## src/rtl/ps2_key_decoder_if.sv

```systemverilog
// Byte-stream input and decoded key/event outputs of the PS/2 set-2 key decoder.
// The master side is the PS/2 receiver / consumer; the slave side is the decoder.
interface ps2_key_decoder_if;
  logic [7:0] byte_in;
  logic       byte_valid;
  logic [9:0] key_held;
  logic [9:0] key_press;
  logic [9:0] key_release;
  logic       evt_valid;
  logic [7:0] evt_code;
  logic       evt_ext;
  logic       evt_break;
  logic       seq_abort;

  modport master (
    output byte_in, byte_valid,
    input  key_held, key_press, key_release,
    input  evt_valid, evt_code, evt_ext, evt_break, seq_abort
  );

  modport slave (
    input  byte_in, byte_valid,
    output key_held, key_press, key_release,
    output evt_valid, evt_code, evt_ext, evt_break, seq_abort
  );
endinterface

```

## src/rtl/ps2_key_decoder.sv

```systemverilog
// PS/2 set-2 scancode decoder: make/break/E0/E1 sequences become held state,
// press/release edges and raw events; a stalled prefix is dropped by timeout.
module ps2_key_decoder #(
  parameter int unsigned TIMEOUT_CYCLES = 1_000_000,
  parameter int unsigned TO_WIDTH       = 20
) (
  input  logic              clk,
  input  logic              rst,
  ps2_key_decoder_if.slave  bus
);

  typedef enum logic [2:0] {
    IDLE    = 3'd0,
    EXT     = 3'd1,
    BRK     = 3'd2,
    EXT_BRK = 3'd3,
    PAUSE   = 3'd4
  } state_t;

  localparam logic [TO_WIDTH-1:0] TO_MAX = TO_WIDTH'(TIMEOUT_CYCLES);

  state_t              state, state_n, dec_state;
  logic [TO_WIDTH-1:0] to_cnt, to_cnt_n;
  logic [2:0]          skip, skip_n;
  logic                timeout_hit;
  logic                is_prefix, is_swallow;
  logic                emit, emit_ext, emit_brk;
  logic [9:0]          key_mask, held_n, press_n, release_n;

  function automatic logic [9:0] map_key(input logic ext, input logic [7:0] code);
    logic [9:0] m;
    m = '0;
    if (ext) begin
      case (code)
        8'h75:   m[0] = 1'b1;
        8'h72:   m[1] = 1'b1;
        8'h6B:   m[2] = 1'b1;
        8'h74:   m[3] = 1'b1;
        default: ;
      endcase
    end else begin
      case (code)
        8'h1D:   m[4] = 1'b1;
        8'h1C:   m[5] = 1'b1;
        8'h1B:   m[6] = 1'b1;
        8'h23:   m[7] = 1'b1;
        8'h29:   m[8] = 1'b1;
        8'h76:   m[9] = 1'b1;
        default: ;
      endcase
    end
    return m;
  endfunction

  always_ff @(posedge clk) begin
    if (rst) begin
      state  <= IDLE;
      to_cnt <= '0;
      skip   <= '0;
    end else begin
      state  <= state_n;
      to_cnt <= to_cnt_n;
      skip   <= skip_n;
    end
  end

  always_comb begin
    state_n   = state;
    to_cnt_n  = to_cnt;
    skip_n    = skip;
    emit      = 1'b0;
    emit_ext  = 1'b0;
    emit_brk  = 1'b0;

    timeout_hit = (state != IDLE) && (to_cnt == TO_MAX);
    is_prefix   = (bus.byte_in == 8'hE0) || (bus.byte_in == 8'hF0) || (bus.byte_in == 8'hE1);
    is_swallow  = (bus.byte_in == 8'hAA) || (bus.byte_in == 8'hFA) || (bus.byte_in == 8'hFE) ||
                  (bus.byte_in == 8'hEE) || (bus.byte_in == 8'h00) || (bus.byte_in == 8'hFF);

    // A timed-out prefix, or a prefix byte arriving after F0, is decoded as if
    // the FSM were already back in IDLE, so one case covers both recoveries.
    dec_state = timeout_hit ? IDLE : state;
    if ((dec_state == BRK || dec_state == EXT_BRK) && is_prefix) dec_state = IDLE;

    if (timeout_hit) begin
      state_n  = IDLE;
      to_cnt_n = '0;
      skip_n   = '0;
    end else if (state != IDLE) begin
      to_cnt_n = to_cnt + 1'b1;
    end

    if (bus.byte_valid) begin
      to_cnt_n = '0;
      case (dec_state)
        IDLE: begin
          state_n = IDLE;
          if (bus.byte_in == 8'hE0)      state_n = EXT;
          else if (bus.byte_in == 8'hF0) state_n = BRK;
          else if (bus.byte_in == 8'hE1) begin
            state_n = PAUSE;
            skip_n  = 3'd7;
          end else if (!is_swallow)      emit = 1'b1;
        end
        EXT: begin
          if (bus.byte_in == 8'hF0)      state_n = EXT_BRK;
          else if (bus.byte_in == 8'hE0) state_n = EXT;
          else begin
            state_n  = IDLE;
            emit     = 1'b1;
            emit_ext = 1'b1;
          end
        end
        BRK: begin
          state_n  = IDLE;
          emit     = 1'b1;
          emit_brk = 1'b1;
        end
        EXT_BRK: begin
          state_n  = IDLE;
          emit     = 1'b1;
          emit_ext = 1'b1;
          emit_brk = 1'b1;
        end
        PAUSE: begin
          skip_n = skip - 1'b1;
          if (skip <= 3'd1) begin
            state_n = IDLE;
            skip_n  = '0;
          end
        end
        default: state_n = IDLE;
      endcase
    end

    key_mask  = map_key(emit_ext, bus.byte_in);
    held_n    = bus.key_held;
    press_n   = '0;
    release_n = '0;
    if (emit) begin
      if (emit_brk) begin
        held_n    = bus.key_held & ~key_mask;
        release_n = bus.key_held & key_mask;
      end else begin
        held_n    = bus.key_held | key_mask;
        press_n   = ~bus.key_held & key_mask;
      end
    end
  end

  always_ff @(posedge clk) begin
    if (rst) begin
      bus.key_held    <= '0;
      bus.key_press   <= '0;
      bus.key_release <= '0;
      bus.evt_valid   <= 1'b0;
      bus.evt_code    <= '0;
      bus.evt_ext     <= 1'b0;
      bus.evt_break   <= 1'b0;
      bus.seq_abort   <= 1'b0;
    end else begin
      bus.key_held    <= held_n;
      bus.key_press   <= press_n;
      bus.key_release <= release_n;
      bus.evt_valid   <= emit;
      bus.seq_abort   <= timeout_hit;
      if (emit) begin
        bus.evt_code  <= bus.byte_in;
        bus.evt_ext   <= emit_ext;
        bus.evt_break <= emit_brk;
      end
    end
  end

endmodule
```

## src/flat_wrapper.sv

```systemverilog
// flat-port wrapper written by rule: the top's interface ports become plain ports
module ps2_key_decoder_flat 
#(
  parameter int unsigned TIMEOUT_CYCLES = 1_000_000,
  parameter int unsigned TO_WIDTH       = 20
)
  (clk, rst, bus_byte_in, bus_byte_valid, bus_key_held, bus_key_press, bus_key_release, bus_evt_valid, bus_evt_code, bus_evt_ext, bus_evt_break, bus_seq_abort);
  ps2_key_decoder_if bus_i ();
  input  logic clk;
  input  logic rst;
  input wire logic [$bits(bus_i.byte_in)-1:0] bus_byte_in;
  input wire logic [$bits(bus_i.byte_valid)-1:0] bus_byte_valid;
  output wire logic [$bits(bus_i.key_held)-1:0] bus_key_held;
  output wire logic [$bits(bus_i.key_press)-1:0] bus_key_press;
  output wire logic [$bits(bus_i.key_release)-1:0] bus_key_release;
  output wire logic [$bits(bus_i.evt_valid)-1:0] bus_evt_valid;
  output wire logic [$bits(bus_i.evt_code)-1:0] bus_evt_code;
  output wire logic [$bits(bus_i.evt_ext)-1:0] bus_evt_ext;
  output wire logic [$bits(bus_i.evt_break)-1:0] bus_evt_break;
  output wire logic [$bits(bus_i.seq_abort)-1:0] bus_seq_abort;
  assign bus_i.byte_in = bus_byte_in;
  assign bus_i.byte_valid = bus_byte_valid;
  assign bus_key_held = bus_i.key_held;
  assign bus_key_press = bus_i.key_press;
  assign bus_key_release = bus_i.key_release;
  assign bus_evt_valid = bus_i.evt_valid;
  assign bus_evt_code = bus_i.evt_code;
  assign bus_evt_ext = bus_i.evt_ext;
  assign bus_evt_break = bus_i.evt_break;
  assign bus_seq_abort = bus_i.seq_abort;
  ps2_key_decoder #(.TIMEOUT_CYCLES(TIMEOUT_CYCLES), .TO_WIDTH(TO_WIDTH)) u_core (.clk(clk), .rst(rst), .bus(bus_i));
endmodule
```

## config.mk

```make
export PLATFORM = sky130hd
export DESIGN_NAME = ps2_key_decoder_flat
export DESIGN_NICKNAME = d
export VERILOG_FILES = /design/src/rtl/ps2_key_decoder_if.sv /design/src/rtl/ps2_key_decoder.sv /design/src/flat_wrapper.sv
export SDC_FILE = /design/constraint.sdc
export NUM_CORES = 1
export LEC_CHECK = 0
export BUFFER_PORTS_ARGS = -buffer_cell sky130_fd_sc_hd__buf_2
export CAP_MARGIN = 10
export CORE_ASPECT_RATIO = 1.25
export CORE_MARGIN = 2
export CORE_UTILIZATION = 55
export CTS_CLUSTER_DIAMETER = 100
export CTS_CLUSTER_SIZE = 12
export DETAILED_ROUTE_END_ITERATION = 6
export GPL_TIMING_DRIVEN = 0
export PLACE_DENSITY_LB_ADDON = 0.3
export SLEW_MARGIN = 40
export SYNTH_ARGS = -nofsm -noshare
export SYNTH_HDL_FRONTEND = slang
export SYNTH_SLANG_ARGS = --single-unit
```

## constraint.sdc

```tcl
create_clock -name clk -period 3.4 [get_ports clk]
set_input_delay 0 -clock clk [delete_from_list [all_inputs] [get_ports clk]]
set_output_delay 0 -clock clk [all_outputs]
set_load 0.1 [all_outputs]
```

==> impl_results.md, run 1 <==
* Wire length of the first global-routing pass at 13.0 mm
* Arrival @ worst endpoint at 2.71 ns
* Root Driver: clkbuf_8
* Die H at 91.1 um
* Die width at 73.7 um
* Area added between synthesis and finish at 16.6%
* Cells after Synth at 364
* Ports at 53
* Via Count at 2,895
* Leakage power total at 0.00152 uW
* Final nets at 445
* Iteration count of the initial detailed-routing pass at 6
* Synth Flop Type: dfxtp_1
* Worst endpoint required time at 3.65 ns
* Most Used Layer, Global Route: met2
* Grt met1 use at 0.280
* Clock-pin slew on the worst setup and hold paths at 0.08 ns
* Core Region at 5820 um^2
* Worst vdd ir at 0.330 mV
* Seq cells post-synth at 68
* PortBufs at 51
* # setup viols final at 0
* CTS H-tree lvls at 3
* Postcts setup bufs at 0
* Syn Nets at 379
* Initial antenna violation count at 0
* Worst setup path category: reg -> reg
* Clock Latency Late Sink at 0.35 ns
* WP buf/inv at 3
* Yosys cell types at 60
* Worst-path fanout max at 10
* Synth Area per Inst at 9.18 um^2
* Post-DRT Antenna Nets at 0
* GRT Total Usage at 0.247
* RSZ-0062 raised after global routing: false
* Final Hold Viols at 0
* Top-area cell type share of the netlist area at 0.407
* Fin crit period at 2.46 ns
* Diode count at 0
* Fmax at 406 MHz
* Synth warnings at 0
* Initial core utilization at 0.574
* Relative slew slack at 0.424
* Hold Crit Class: in -> reg
* RD Place Congestion at 0.876
* Largest net degree at the start of global routing at 14
* Number of remaining DRC errors at 0
* Most Frequent Cell on Critical Path: buf_6
* Most frequent cells in the layout: dfxtp_1 (68), buf_2 (58), nor2_1 (38)
* Full die area at 6720 um^2
* # rows at 31
* Total power at 1550 uW
* Crit path max-delay cell type: or4_1
* Number of global-route vias before repair at 2,785
* Critical Path Source: u_core.to_cnt[0]$_SDFFE_PP0P_
* Clock Sinks at 68
* Startpoint types: flip-flop
* Post-layout util at 0.669
* Crit path cell chain: inv_1 > ha_1 > and4bb_1 > nand3_2 > nor3_1 > or4_1 > a21o_1 > buf_6 > buf_6 > nor4_2
* Layout cells sized above 1 at 0.228
* Congestion Overflow GR at 0
* Commonest non-fill, non-tap cell in the layout: dfxtp_1
* Synth area leader: dfxtp_1
* Setup WS post-layout at 0.939 ns
* RR Startpoint: u_core.to_cnt[0]$_SDFFE_PP0P_
* Via density at 5.78
* Status: completed
* Max Root-Sink Buffers at 2
* Pwr dens at 398 nW/um^2
* Post-synth EDFFs at 0
* Syn Std Cell Area at 3340 um^2
* Worst path max stage delay at 0.50 ns
* Worst Setup End Kind: flip-flop
* Ys async rst share at 0
* Setup TNS Final at 0 ns
* CTS tree: yes
* Slew @ Worst Pin at 0.856 ns
* Pre-CTS WS at 0.985 ns
* Total routed wirelength at 7.74 mm
* TritonCTS Buffers at 9
* Max capacitance violation total at 0
* Worst hold start: bus_byte_in[5]
* Iteration-0 DRC Markers at 114
* Fin. max-slew vios at 0
* Seq/Total Area, Yosys at 0.407
* Post-DP HPWL at 5.50 mm
* Top cells by area, synth: dfxtp_1 (41%), nand2b_1 (5.4%), nor2_1 (4.3%)
* Tcrit/Tclk final at 0.724
* CP top delay family: simple AND/OR/NAND/NOR gates
* Wire per inst at 15.5 um
* Met3 usage at 0.0710
* Final worst clock skew at 0.00707 ns
* GRT met2 Usage at 0.422
-- worst register-to-register path: cells and delay by family (launching register included) --
| family | cells | cell delay (ns) |
|---|---|---|
| and+or+nand+nor | 5 | 1.14 |
| DFF | 1 | 0.41 |
| buffers and inverters | 3 | 0.38 |
| AOI/OAI and AO/OA | 1 | 0.23 |
| adders and majority gates | 1 | 0.22 |
-- logic make-up (layout without fill, tap and decap cells) --
logic type	count (synthesis)	after routing	share of synthesized area
buf+inv	30	101	0.0476
fa+ha+maj	4	4	0.0150
simple gates	189	189	0.351
xor+xnor	18	18	0.0472
mux	13	13	0.0397
flops	68	68	0.407
compound gates	42	42	0.0918
-- per-layer routing --
metal / share of wire / vias to the layer above
met3: 0.046 / 17
met5: 0 / -
met2: 0.50 / 86
met4: 0.025 / 0
li1: - / 1429
met1: 0.42 / 1363
-- worst paths after layout --
path	to	slack, ns	cells past startpoint
worst min-delay path	u_core.bus.evt_code[5]$_SDFFE_PP0N_	0.08	3
worst max register to register	u_core.bus.key_press[9]$_SDFF_PP0_	0.94	10
worst min register to register	u_core.bus.evt_code[3]$_SDFFE_PP0N_	0.47	2
worst max-delay path	u_core.bus.key_press[9]$_SDFF_PP0_	0.94	10
-- area by class of cell --
class	instances	area [um^2]
fill	489	1920
multi-input combinational	266	1820
sequential	68	1360
timing repair buffer	55	295
buffer	22	129
clock buffer	9	124
tap	66	82.6
clock inverter	7	51.3
inverter	8	30.0
-- synthesized netlist by cell type, drive strengths merged, types with 2 or more instances --
cell	n
dfxtp	68
nor2	38
nand2b	29
nand2	19
nand3	15
buf	12
nor3	12
mux2i	11
nor4b	11
o21ai	11
a21oi	10
and3	10
clkbuf	10
nand4	10
nor4	10
xnor2	9
xor2	9
inv	8
nor2b	8
or3	7
ha	4
a221oi	3
nand3b	3
nor3b	3
or4	3
a2111oi	2
a211oi	2
a21boi	2
a22o	2
and4	2
mux2	2
o311a	2
or2b	2
-- power breakdown --
group / leakage [uW] / internal, uW / switching, uW
sequential: 0.000549 / 803 / 3.32
clock: 0.0000856 / 266 / 334
combinational: 0.000890 / 36.8 / 106
total: 0.00152 / 1110 / 444
-- through the flow --
stage          cells  instance area [um^2]  hold WS (ns)
2_1_floorplan    364                  3340         0.155
3_3_place_gp     481                  3680         0.322
3_5_place_dp     481                  3680         0.334
4_1_cts          501                  3890        0.0589
5_1_grt          501                  3890        0.0720
6_report         501                  3890        0.0780
-- what timing repair did --
action,4_1_cts,5_1_grt
hold buffers,4,0
setup endpoints to repair,0,0
hold endpoints to repair,5,0
gates resized for setup,0,0
No activity file was read; power rests on OpenSTA's default activity.
==> inputs of run 2 (changes only) <==
==> constraint.sdc (replaced) <==
create_clock -name clk -period 2.52 [get_ports clk]
set_input_delay 0 -clock clk [delete_from_list [all_inputs] [get_ports clk]]
set_output_delay 0 -clock clk [all_outputs]
set_load 0.1 [all_outputs]
==> impl_results.md, run 2 (synthesized netlist as in run 1, its figures left out) <==
* Crit path cell chain: inv_1 > ha_1 > and4bb_1 > nand3_2 > nor3_2 > or4_1 > a21o_1 > buf_6 > buf_6 > nor4_2
* WHS Path Cells at 3
* Arrival @ worst endpoint at 2.65 ns
* Worst setup path category: reg -> reg
* Startpoint types: flip-flop
* Largest net degree at the start of global routing at 14
* Initial antenna violation count at 0
* Placed inst area at 3680 um^2
* Leakage power total at 0.00153 uW
* Most Frequent Cell on Critical Path: buf_6
* Congestion Overflow GR at 0
* Hold slack at 0.0731 ns
* Worst Setup End Kind: flip-flop
* Clock Sinks at 68
* Fin. max-slew vios at 0
* Die width at 73.7 um
* Diode count at 0
* Via Count at 2,883
* Fin crit period at 2.40 ns
* Tcrit/Tclk final at 0.951
* Wire length of the first global-routing pass at 13.0 mm
* PortBufs at 51
* Layout cells sized above 1 at 0.237
* Total power at 2090 uW
* CP top delay family: simple AND/OR/NAND/NOR gates
* Crit path max-delay cell type: or4_1
* Slew @ Worst Pin at 0.569 ns
* Max Root-Sink Buffers at 2
* Ports at 53
* Total routed wirelength at 7.72 mm
* Final Hold Viols at 0
* Fmax at 417 MHz
* WP buf/inv at 3
* Status: completed
* Clock-pin slew on the worst setup and hold paths at 0.08 ns
* Initial core utilization at 0.574
* Number of remaining DRC errors at 0
* GRT Total Usage at 0.247
* RR Startpoint: u_core.to_cnt[1]$_SDFFE_PP0P_
* TritonCTS Buffers at 9
* Hold path endpoint: u_core.bus.evt_code[5]$_SDFFE_PP0N_
* Worst vdd ir at 0.445 mV
* Setup TNS Final at 0 ns
* Worst-path fanout max at 10
* RD Place Congestion at 0.876
* Commonest non-fill, non-tap cell in the layout: dfxtp_1
* Core Region at 5820 um^2
* Iteration count of the initial detailed-routing pass at 4
* # setup viols final at 0
* Worst endpoint required time at 2.77 ns
* Post-DP HPWL at 5.50 mm
* Most frequent cells in the layout: dfxtp_1 (67), buf_2 (57), nor2_1 (38)
* Iteration-0 DRC Markers at 140
* Die H at 91.1 um
* Clock Latency Late Sink at 0.35 ns
* Hold Crit Class: in -> reg
* Register-to-register setup slack at 0.12 ns
* CTS tree: yes
* Max capacitance violation total at 0
* Final worst clock skew at 0.00669 ns
* Via density at 5.75
* CTS H-tree lvls at 3
* Area added between synthesis and finish at 17.2%
* Pwr dens at 534 nW/um^2
* Root Driver: clkbuf_8
* Final nets at 445
* Number of global-route vias before repair at 2,785
* Full die area at 6720 um^2
* Post-layout util at 0.673
* Post-DRT Antenna Nets at 0
* Worst path max stage delay at 0.49 ns
* Final instance area at 3920 um^2
* Worst r2r dst: u_core.bus.key_press[9]$_SDFF_PP0_
* Wire per inst at 15.4 um
* Relative slew slack at 0.621
* # rows at 31
* Worst hold start: bus_byte_in[5]
* Reg2Reg Depth at 10
-- run 2: cell count changes in the layout (fill, tap and decap cells not counted) --
cell	previous run	this run
nor4_1	4	2
nor4_2	5	7
buf_2	58	57
clkbuf_4	0	1
dfxtp_1	68	67
dfxtp_2	0	1
nor3_1	11	10
nor3_2	0	1
-- run 2: metal layers --
metal / global-route usage / routed length, um / up-vias / part of all wire
li1: - / - / 1427 / -
met1: 0.280 / 3310 / 1361 / 0.43
met2: 0.422 / 3900 / 79 / 0.51
met3: 0.0710 / 328 / 16 / 0.042
met4: 0.103 / 180 / 0 / 0.023
met5: 0 / 0 / - / 0
-- run 2: layout make-up --
class,instances,area [um^2]
clock buffer,9,124
sequential,68,1360
multi-input combinational,266,1840
clock inverter,7,51.3
fill,484,1900
inverter,8,30.0
timing repair buffer,55,295
tap,66,82.6
buffer,22,131
-- run 2: report_power, final --
part / internal (uW) / switching [uW]
combinational: 50.1 / 144
sequential: 1080 / 4.49
clock: 360 / 450
total: 1490 / 599
-- run 2: worst max-delay path by stage --
stage | from | end | slack, ns | cells after the start
floorplan | u_core.to_cnt[0]$_SDFFE_PP0P_ | u_core.bus.key_press[8]$_SDFF_PP0_ | 0.36 | 10
CTS | u_core.to_cnt[0]$_SDFFE_PP0P_ | u_core.bus.key_press[9]$_SDFF_PP0_ | 0.09 | 10
detailed placement | u_core.to_cnt[0]$_SDFFE_PP0P_ | u_core.bus.key_press[9]$_SDFF_PP0_ | 0.11 | 10
global placement | u_core.to_cnt[0]$_SDFFE_PP0P_ | u_core.bus.key_press[0]$_SDFF_PP0_ | 0.18 | 10
finish | u_core.to_cnt[1]$_SDFFE_PP0P_ | u_core.bus.key_press[9]$_SDFF_PP0_ | 0.12 | 10
global route | u_core.to_cnt[1]$_SDFFE_PP0P_ | u_core.bus.evt_code[7]$_SDFFE_PP0N_ | -0.007 | 9
-- run 2: tightest hold or removal path, stage by stage --
cell     delay [ns]
buf_2          0.15
or2b_1         0.16
mux2i_1        0.06
-- run 2: repair_timing --
action / in CTS / in global routing
hold endpoints to repair: 5 / 0
hold buffers: 4 / 0
gates resized for setup: 0 / 5
setup endpoints to repair: 0 / 28
setup buffers: 0 / 0
-- run 2: per-stage QoR --
stage,cells,setup slack [ns]
detailed placement,481,0.105
finish,501,0.122
CTS,501,0.0851
global route,501,-0.00709
global placement,481,0.177
floorplan,364,0.359
==> inputs of run 3 (changes only) <==
--- a/config.mk
+++ b/config.mk
@@ -14,7 +14,7 @@
 export CTS_CLUSTER_SIZE = 12
 export DETAILED_ROUTE_END_ITERATION = 6
 export GPL_TIMING_DRIVEN = 0
-export PLACE_DENSITY_LB_ADDON = 0.3
+export PLACE_DENSITY = 0.86
 export SLEW_MARGIN = 40
 export SYNTH_ARGS = -nofsm -noshare
 export SYNTH_HDL_FRONTEND = slang
==> impl_results.md, run 3 (synthesized netlist as in run 1, its figures left out) <==
* WP buf/inv at 2
* Met3 wire len at 368 um
* # rows at 31
* Congestion Overflow GR at 0
* Most frequent cells in the layout: dfxtp_1 (68), buf_2 (57), nor2_1 (38)
* Clock-pin slew on the worst setup and hold paths at 0.07 ns
* Full die area at 6720 um^2
* Number of global-route vias before repair at 2,800
* Arrival @ worst endpoint at 2.73 ns
* GRT Total Usage at 0.241
* Startpoint types: flip-flop
* Ports at 53
* Post-DRT Antenna Nets at 0
* Iteration count of the initial detailed-routing pass at 4
* Setup TNS Final at 0 ns
* Total routed wirelength at 7.52 mm
* Crit path cell chain: inv_1 > ha_1 > and4bb_1 > nand3_2 > nor3_2 > or4_1 > a21boi_0 > clkbuf_4 > mux2i_1
* Iteration-0 DRC Markers at 183
* Wire per inst at 15.0 um
* Worst path max stage delay at 0.52 ns
* Setup WS post-layout at 0.0661 ns
* Die width at 73.7 um
* Post-DP HPWL at 5.38 mm
* Die H at 91.1 um
* CTS tree: yes
* Clock Sinks at 68
* Fmax at 408 MHz
* Relative slew slack at 0.625
* Tcrit/Tclk final at 0.974
* Final Hold Viols at 0
* Pre-CTS WS at 0.144 ns
* Worst-path fanout max at 10
* Post-Route M1 WL at 3.19 mm
* Largest net degree at the start of global routing at 12
* Status: completed
* Pwr dens at 542 nW/um^2
* Crit path max-delay cell type: or4_1
* Core Region at 5820 um^2
* Clock Latency Late Sink at 0.35 ns
* Max Root-Sink Buffers at 2
* Diode count at 0
* Leakage power total at 0.00154 uW
* Worst setup path category: reg -> reg
* Slew @ Worst Pin at 0.563 ns
* Max capacitance violation total at 0
* Wire length of the first global-routing pass at 12.8 mm
* Fin crit period at 2.45 ns
* RD Place Congestion at 0.983
* CTS H-tree lvls at 3
* Number of remaining DRC errors at 0
* Top sig layer: met4
* Hold Crit Class: in -> reg
* WL met2 at 3.80 mm
* Layout cells sized above 1 at 0.239
* Worst Setup End Kind: flip-flop
* Via Count at 2,917
* Via density at 5.82
* PortBufs at 51
* Worst vdd ir at 0.427 mV
* Area added between synthesis and finish at 17.9%
* Fin. max-slew vios at 0
* Commonest non-fill, non-tap cell in the layout: dfxtp_1
* Final nets at 445
* # setup viols final at 0
* Worst endpoint required time at 2.79 ns
* Initial antenna violation count at 0
* TritonCTS Buffers at 9
* Final worst clock skew at 0.00958 ns
* CP top delay family: simple AND/OR/NAND/NOR gates
* Initial core utilization at 0.574
* Root Driver: clkbuf_8
==> run 3: changes by cell type in the layout (fill, tap and decap cells not counted) <==
cell        change
a21oi_1         -2
a21oi_2         +2
clkinv_4        -2
bufinv_16       +1
clkbuf_1        +1
clkbuf_2        +1
clkinv_2        +1
clkinvlp_4      -1
dfxtp_1         +1
dfxtp_2         -1
inv_6           -1
nor4b_1         -1
nor4b_2         +1
==> run 3: routing by layer <==
layer,up-vias,track usage
met5,-,0
met4,0,0.0939
met3,15,0.0533
met2,93,0.401
met1,1388,0.295
li1,1421,-
==> run 3: layout make-up <==
cell class                      instances  area [um^2]
Fill cell                             454         1880
Multi-Input combinational cell        266         1850
Sequential cell                        68         1360
Timing Repair Buffer                   55          295
Buffer                                 22          133
Clock buffer                           11          131
Tap cell                               66         82.6
Clock inverter                          5         52.6
Inverter                                8         30.0
==> run 3: worst register-to-register path, stage by stage, from the launching register on <==
cell	delay [ns]
dfxtp_1	0.39
inv_1	0.09
ha_1	0.21
and4bb_1	0.21
nand3_2	0.10
nor3_2	0.07
or4_1	0.52
a21boi_0	0.26
clkbuf_4	0.30
mux2i_1	0.22
==> run 3: worst paths after layout <==
kind | slack [ns] | to | cells after the start | start
worst max-delay path | 0.07 | u_core.bus.evt_code[1]$_SDFFE_PP0N_ | 9 | u_core.to_cnt[0]$_SDFFE_PP0P_
worst min-delay path | 0.06 | flip-flop | 3 | rst
worst max register to register | 0.07 | u_core.bus.evt_code[1]$_SDFFE_PP0N_ | 9 | u_core.to_cnt[0]$_SDFFE_PP0P_
worst min register to register | 0.46 | u_core.bus.key_press[2]$_SDFF_PP0_ | 1 | flip-flop
==> run 3: metrics by stage <==
stage           util  std cells  cell area (um^2)  power, uW  hold slack [ns]
2_1_floorplan      -        364              3340       1250            0.155
3_3_place_gp   0.632        481              3680       1300            0.315
3_5_place_dp   0.632        481              3680       1300            0.320
4_1_cts        0.671        501              3900       2140           0.0498
5_1_grt        0.677        501              3940       2200           0.0779
6_report       0.677        501              3940       2130           0.0639
==> run 3: repair_timing <==
item                                    CTS  global route
endpoints found under the setup margin    0            20
hold buffers                              4             0
endpoints found under the hold margin     4             0
setup buffers                             0             0
gates resized for setup                   0             7
==> run 3: power by group <==
part | leakage, uW | total, uW | internal, uW | switching, uW
Clock | 0.0000931 | 852 | 452 | 400
Combinational | 0.000895 | 194 | 50.4 | 144
Sequential | 0.000549 | 1090 | 1080 | 4.60
Total | 0.00154 | 2130 | 1590 | 548
